**config.mk**
```make
export PLATFORM = sky130hd
export DESIGN_NAME = countdown_timer
export DESIGN_NICKNAME = d
export VERILOG_FILES = /design/src/rtl/countdown_pkg.sv /design/src/rtl/bcd_down_digit.sv /design/src/rtl/countdown_timer.sv
export SDC_FILE = /design/constraint.sdc
export NUM_CORES = 1
export LEC_CHECK = 0
export BUFFER_PORTS_ARGS = -buffer_cell sky130_fd_sc_hd__buf_4
export CORE_UTILIZATION = 30
export CTS_CLUSTER_DIAMETER = 120
export DETAILED_ROUTE_END_ITERATION = 10
export PLACE_DENSITY_LB_ADDON = 0.25
export SLEW_MARGIN = 10
export SYNTH_ARGS = -nofsm -noshare
export SYNTH_HDL_FRONTEND = slang
export SYNTH_HIERARCHICAL = 1
export SYNTH_SLANG_ARGS = --single-unit
```
**constraint.sdc**
```tcl
create_clock -name clk -period 12.95 [get_ports clk]
set_clock_uncertainty 0.2 [all_clocks]
set_input_delay 1.9425 -clock clk [delete_from_list [all_inputs] [get_ports clk]]
set_output_delay 1.9425 -clock clk [all_outputs]
set_load 0.005 [all_outputs]
```
**src/rtl/countdown_pkg.sv**
```systemverilog
// Shared definitions for the countdown timer: FSM state encoding and BCD digit limits.
package countdown_pkg;

   typedef enum logic [1:0] {
      ST_IDLE,
      ST_PAUSED,
      ST_RUN,
      ST_EXPIRED
   } state_e;

   localparam logic [3:0] DIGIT_MAX9 = 4'd9;
   localparam logic [3:0] DIGIT_MAX5 = 4'd5;

endpackage

```
**src/rtl/bcd_down_digit.sv**
```systemverilog
// One BCD down-counting digit with clamped load and borrow output to the next digit.
module bcd_down_digit
   import countdown_pkg::*;
#(
   parameter logic [3:0] MAX = DIGIT_MAX9
) (
   input  logic       clk,
   input  logic       reset,
   input  logic       load,
   input  logic [3:0] load_val,
   input  logic       dec,
   output logic [3:0] q,
   output logic       borrow_out
);

   logic [3:0] q_q;
   logic [3:0] q_d;

   always_comb begin
      q_d = q_q;
      if (load) begin
         q_d = (load_val > MAX) ? MAX : load_val;
      end else if (dec) begin
         q_d = (q_q == '0) ? MAX : q_q - 4'd1;
      end
   end

   always_ff @(posedge clk or posedge reset) begin
      if (reset) begin
         q_q <= '0;
      end else begin
         q_q <= q_d;
      end
   end

   assign q          = q_q;
   assign borrow_out = dec && !load && (q_q == '0);

endmodule

```
**src/rtl/countdown_timer.sv**
```systemverilog
// H:MM:SS BCD countdown timer with prescaler, load/pause/run control and expiry pulse.
module countdown_timer
   import countdown_pkg::*;
#(
   parameter int unsigned DIV = 1
) (
   input  logic       clk,
   input  logic       reset,
   input  logic       enable,
   input  logic       load,
   input  logic [3:0] h_in,
   input  logic [3:0] m1_in,
   input  logic [3:0] m0_in,
   input  logic [3:0] s1_in,
   input  logic [3:0] s0_in,
   output logic [3:0] h,
   output logic [3:0] m1,
   output logic [3:0] m0,
   output logic [3:0] s1,
   output logic [3:0] s0,
   output logic       running,
   output logic       expired,
   output logic       done
);

   localparam int unsigned    PW       = (DIV > 1) ? $clog2(DIV) : 1;
   localparam logic [PW-1:0]  PRE_LAST = PW'(DIV - 1);
   localparam logic [PW-1:0]  PRE_ONE  = PW'(1);

   state_e        state_q, state_d;
   logic [PW-1:0] pre_q, pre_d;
   logic          running_q, running_d;
   logic          expired_q, expired_d;
   logic          done_q, done_d;

   logic          load_zero;
   logic          last_sec;
   logic          pre_wrap;
   logic          tick;
   logic          b_s0, b_s1, b_m0, b_m1;
   logic          unused_h_borrow;

   assign load_zero = (h_in == '0) && (m1_in == '0) && (m0_in == '0) &&
                      (s1_in == '0) && (s0_in == '0);
   assign last_sec  = (h == '0) && (m1 == '0) && (m0 == '0) &&
                      (s1 == '0) && (s0 == 4'd1);
   assign pre_wrap  = (pre_q == PRE_LAST);
   // RUN always holds a nonzero value, so a tick can never underflow the chain.
   assign tick      = (state_q == ST_RUN) && enable && pre_wrap && !load;

   bcd_down_digit #(.MAX(DIGIT_MAX9)) u_s0 (
      .clk(clk), .reset(reset), .load(load), .load_val(s0_in),
      .dec(tick), .q(s0), .borrow_out(b_s0)
   );
   bcd_down_digit #(.MAX(DIGIT_MAX5)) u_s1 (
      .clk(clk), .reset(reset), .load(load), .load_val(s1_in),
      .dec(b_s0), .q(s1), .borrow_out(b_s1)
   );
   bcd_down_digit #(.MAX(DIGIT_MAX9)) u_m0 (
      .clk(clk), .reset(reset), .load(load), .load_val(m0_in),
      .dec(b_s1), .q(m0), .borrow_out(b_m0)
   );
   bcd_down_digit #(.MAX(DIGIT_MAX5)) u_m1 (
      .clk(clk), .reset(reset), .load(load), .load_val(m1_in),
      .dec(b_m0), .q(m1), .borrow_out(b_m1)
   );
   bcd_down_digit #(.MAX(DIGIT_MAX9)) u_h (
      .clk(clk), .reset(reset), .load(load), .load_val(h_in),
      .dec(b_m1), .q(h), .borrow_out(unused_h_borrow)
   );

   always_comb begin
      state_d = state_q;
      pre_d   = pre_q;
      if (load) begin
         pre_d   = '0;
         state_d = load_zero ? ST_IDLE : ST_PAUSED;
      end else begin
         case (state_q)
            ST_PAUSED: begin
               if (enable) state_d = ST_RUN;
            end
            ST_RUN: begin
               if (!enable) begin
                  state_d = ST_PAUSED;
               end else if (pre_wrap) begin
                  pre_d = '0;
                  if (last_sec) state_d = ST_EXPIRED;
               end else begin
                  pre_d = pre_q + PRE_ONE;
               end
            end
            default: ;
         endcase
      end
      running_d = (state_d == ST_RUN);
      expired_d = (state_d == ST_EXPIRED);
      done_d    = (state_q == ST_RUN) && (state_d == ST_EXPIRED);
   end

   always_ff @(posedge clk or posedge reset) begin
      if (reset) begin
         state_q   <= ST_IDLE;
         pre_q     <= '0;
         running_q <= 1'b0;
         expired_q <= 1'b0;
         done_q    <= 1'b0;
      end else begin
         state_q   <= state_d;
         pre_q     <= pre_d;
         running_q <= running_d;
         expired_q <= expired_d;
         done_q    <= done_d;
      end
   end

   assign running = running_q;
   assign expired = expired_q;
   assign done    = done_q;

endmodule

```
Word level (Yosys, flattened, before mapping). Index checks and enable logic that the tools add are counted.

Equal/unequal tests: 5. Add/subtract/negate cells: 6. Multiplexer cells: 31. Reductions and logical operators: 39. $lt $le $gt $ge: 5. Bitwise logic cells: 1.

Operator list (count): 4-bit two-way mux (20); 4-bit zero test (10); 1-bit logical AND (20); 4-bit by 1-bit subtractor with 4-bit output, second input constant (5); 2-bit nonzero test (7); 4-bit greater-than comparator, second input constant (3); 2-bit two-way mux (5); 4-bit by 3-bit greater-than comparator with 1-bit output, second input constant (2); 2-bit == test, second input constant (3); 1-bit two-way mux (5); 4-bit by 1-bit == test with 1-bit output, second input constant (1); 2-bit case mux with 2 select lines (1); 2-bit by 1-bit == test with 1-bit output, second input constant (1); 2-bit AND reduction (1); 1-bit adder, second input constant (1); 1-bit zero test (1); 1-bit inverter (1).

Register bits: 26. Output and inout port bits: 23.

Depth between registers and ports, before layout.
Depth after elaboration: 14. Depth in mapped cells: 17.

Cells and area by module. The synthesis kept the hierarchy.

By module, submodules not included: bcd_down_digit (u_h ...) (instances 3, area an instance 247.7 um^2, cells each 26, seq. area each 100.1 um^2); bcd_down_digit (u_m1 ...) (instances 2, area an instance 216.5 um^2, cells each 23, seq. area each 100.1 um^2); countdown_timer (instances 1, area an instance 385.4 um^2, cells each 45, seq. area each 125.1 um^2).

Worst setup path after synthesis. OpenSTA, ideal clock, no wires.

Path type: input-to-reg. Start: input enable. End: register u_h.q_q[1], in the netlist u_h/q[1]. Stages on the path: 15. Setup slack: 7138 ps. Data arrival time: 5530 ps. Data required time: 12668 ps. Buffers on the path: 0. Library setup time: 82 ps. Cell sequence: nand2_1 -> nor2_1 -> nor4b_2 -> nor3b_1 -> nand2b_4 -> nor3_1 -> nor3b_1 -> nor4b_2 -> nor3b_1 -> nand2b_4 -> nor3_1 -> nor3b_1 -> nand2b_1 -> or3_1 -> a22oi_2.

Longest elaborated chain between the ends: 12.

RTL lines: start: declaration (RTL line countdown_timer.sv:9) `input logic enable,`; 1-bit logical AND (3 in a row) (RTL line countdown_timer.sv:49) `assign tick = (state_q == ST_RUN) && enable && pre_wrap && !load;`; named net tick (RTL line countdown_timer.sv:39) `logic tick;`; 1-bit logical AND (2 in a row) (RTL line bcd_down_digit.sv:37) `assign borrow_out = dec && !load && (q_q == '0);`; named net b_s0 (RTL line countdown_timer.sv:40) `logic b_s0, b_s1, b_m0, b_m1;`; 1-bit logical AND (2 in a row) (RTL line bcd_down_digit.sv:37); named net b_s1 (RTL line countdown_timer.sv:40); 1-bit logical AND (2 in a row) (RTL line bcd_down_digit.sv:37); named net b_m0 (RTL line countdown_timer.sv:40); 1-bit logical AND (2 in a row) (RTL line bcd_down_digit.sv:37); named net b_m1 (RTL line countdown_timer.sv:40); 2-bit nonzero test (no line); end signal: assignment (RTL line bcd_down_digit.sv:32) `q_q <= q_d;`; end: declaration (RTL line bcd_down_digit.sv:16) `logic [3:0] q_q;`.

The timed path passes the listed nets, and every way through them passes these cells. A chain may end at the register's enable or synchronous reset.

Worst setup path in the final report.
Start: input load. End: register u_h.q_q[1], in the netlist u_h/q[1].

Longest elaborated chain between the ends: 11.

RTL lines: start: declaration (RTL line countdown_timer.sv:10) `input logic load,`; 1-bit zero test; 1-bit logical AND (RTL line countdown_timer.sv:49); named net tick (RTL line countdown_timer.sv:39); 1-bit logical AND (2 in a row) (RTL line bcd_down_digit.sv:37); named net b_s0 (RTL line countdown_timer.sv:40); 1-bit logical AND (2 in a row) (RTL line bcd_down_digit.sv:37); named net b_s1 (RTL line countdown_timer.sv:40); 1-bit logical AND (2 in a row) (RTL line bcd_down_digit.sv:37); named net b_m0 (RTL line countdown_timer.sv:40); 1-bit logical AND (2 in a row) (RTL line bcd_down_digit.sv:37); named net b_m1 (RTL line countdown_timer.sv:40); 2-bit nonzero test (no line).

The timed path passes the listed nets, and every way through them passes these cells.

==> run_results.csv <==
group,metric,value,unit
run_status,status,"finished, final reports clean",
timing,hold_violations,0,
die,dieWidth,74.0,µm
synth,synth_nets,194,
pwr,leakagePower,0.000838,µW
placement,numPortBuffers,46,
synth,syn_area,1550,µm²
pwr,p_per_area,105,nW/µm²
final_layout,final_nets,240,
grt,grt_max_degree,47,
die,num_io_pins,47,
die,rows,25,
placement,dpl_worst_slack,6.42,ns
critical_path,cp-start-kind,"input pin",
grt,grt_pass1_vias,1287,
synth,syn_area_per_cell,9.25,µm²
placement,gp_congestion,0.782,
critical_path,endpoint_kind,"flip-flop",
synth,netlist_instances,168,
grt,antenna_found_initial,0,
routing,wire_per_inst,13.5,µm
final_layout,diodes,0,
routing,wirelength,3.77,mm
routing,vias,1397,
timing,fmax,159,MHz
placement,dp_hpwl,2.90,mm
final_layout,syn_to_final_growth,29.3,%
grt,grt_pass1_wl,6.11,mm
synth,yosys_warnings,6,
clock_tree,clock-sinks,25,
timing,fin_crit,6.30,ns
job,cap_viol_max_count,0,
die,core,4850,µm²
hold_path,hp-class,"reg2reg",
timing,worstMarginPinSlew,0.516,ns
pwr,ir_drop,44.0,µV
timing,fin_crit_sh,48.7,%
clock_tree,clk_pin_slew,0.09,ns
routing,drc,0,
placement,place_area,1960,µm²
routing,dr.pass1.iters,4,
timing,maxSlewHeadroom,65.5,%
routing,vias_per_cell,4.99,
timing,fin_tns_setup,0,ns
routing,ant_nets,0,
final_layout,fin_util,41.4,%
final_layout,final_layout_size_suffix_gt1_share,29.6,%
clock_tree,clockRootBuffer,"clkbuf_8",
timing,worst_slack,6.65,ns
clock_tree,numCtsBuffers,3,
die,die_area,5470,µm²
clock_tree,post_cts_buffers,0,
critical_path,cp_max_fo,46,
critical_path,rrSetupSlack,7.88,ns
grt,grt_util_all_layers,14.5,%
clock_tree,ctsHoldBuffers,0,
critical_path,cp_data_arrival_time,6.29,ns
clock_tree,htree_levels,1,
die,die_h,74.0,µm
final_layout,fin_area,2010,µm²
timing,maxSlewViolCount,0,
die,initial_core_util,32.1,%
critical_path,critPathRequiredTime,12.94,ns
clock_tree,cts_resized,0,
timing,rsz0062_at_grt,"false",
grt,overflow,0,
routing,drtIter0Drc,97,
clock_tree,cts_tree,"yes",
clock_tree,insertion_delay,0.27,ns
clock_tree,clock_path_buffers,2,
timing,setup_violations,0,
critical_path,criticalPathCategory,"in2reg",
==> metrics by stage <==
step           hold WS [ns]  cells  power, µW
2_1_floorplan         0.386    168        138
3_3_place_gp          0.423    276        167
3_5_place_dp          0.407    276        167
4_1_cts               0.421    280        213
5_1_grt               0.446    280        226
6_report              0.426    280        211
==> cell usage in the layout, fill, tap and decap left out, types with 2 or more instances in the layout <==
master / n
buf_4: 46
dfrtp_1: 25
inv_1: 13
o21ai_0: 12
nor2_1: 12
nand2_1: 10
a21oi_1: 8
o21a_1: 8
nor3b_1: 7
nor4_1: 6
nand2b_1: 6
xnor2_1: 6
or3_1: 5
o31a_1: 5
nor4b_1: 4
nor4b_2: 4
nor3_1: 3
clkbuf_8: 3
a22oi_2: 3
o21ai_1: 3
ha_1: 2
nand2b_4: 2
a22oi_1: 2
a211oi_1: 2
xor2_1: 2
==> per-layer routing <==
| layer | GRT usage, % | vias up | part of all wire, % |
|---|---|---|---|
| li1 | - | 696 | - |
| met4 | 4.49 | 0 | 1.0 |
| met1 | 20.3 | 656 | 49 |
| met3 | 2.57 | 4 | 6.2 |
| met2 | 22.9 | 41 | 44 |
| met5 | 0 | - | 0 |
==> power breakdown <==
| group | internal, µW | leakage, µW | total, µW | switching [µW] |
|---|---|---|---|---|
| registers | 87.6 | 0.000300 | 99.6 | 12.0 |
| clock network | 22.0 | 0.0000228 | 46.4 | 24.4 |
| logic | 33.5 | 0.000515 | 65.5 | 32.0 |
| total | 143 | 0.000838 | 211 | 68.4 |
==> path summary, 6_finish.rpt <==
path / startpoint / endpoint / cells past startpoint
worst max-delay path: load / u_h/q[1]$_DFFE_PP0P_ / 15
worst min-delay path: u_s1/q[3]$_DFFE_PP0P_ / u_s1/q[3]$_DFFE_PP0P_ / 1
worst max register to register: state_q[0]$_DFF_PP0_ / u_h/q[1]$_DFFE_PP0P_ / 17
worst min register to register: u_s1/q[3]$_DFFE_PP0P_ / u_s1/q[3]$_DFFE_PP0P_ / 1
max in group asynchronous: reset / expired$_DFF_PP0_ / 2
min in group asynchronous: reset / u_s1/q[1]$_DFFE_PP0P_ / 2
==> critical path, cell delays in order <==
cell and delay, ns:
buf_4 0.25, nor2_1 0.29, nor4b_2 0.31, nor3b_1 0.47
nand2b_4 0.10, nor3_1 0.26, nor3b_1 0.41, nor4b_2 0.34
nor3b_1 0.49, nand2b_4 0.10, nor3_1 0.26, nor3b_1 0.40
nand2b_1 0.18, or3_1 0.38, a22oi_2 0.12
==> sequential cells by signal (all words and copies together), names as in the netlist <==
name     cells
done         1
expired      1
running      1
state_q      2
u_h/q        4
u_m0/q       4
u_m1/q       4
u_s0/q       4
u_s1/q       4
==> final cells by class <==
class                           instances  area [µm²]
Fill cell                             518        2840
Multi-Input combinational cell        124         857
Sequential cell                        25         626
Timing Repair Buffer                   46         345
Tap cell                               67        83.8
Inverter                               14        52.6
Clock buffer                            4        45.0
(Power assumes the default switching activity.)
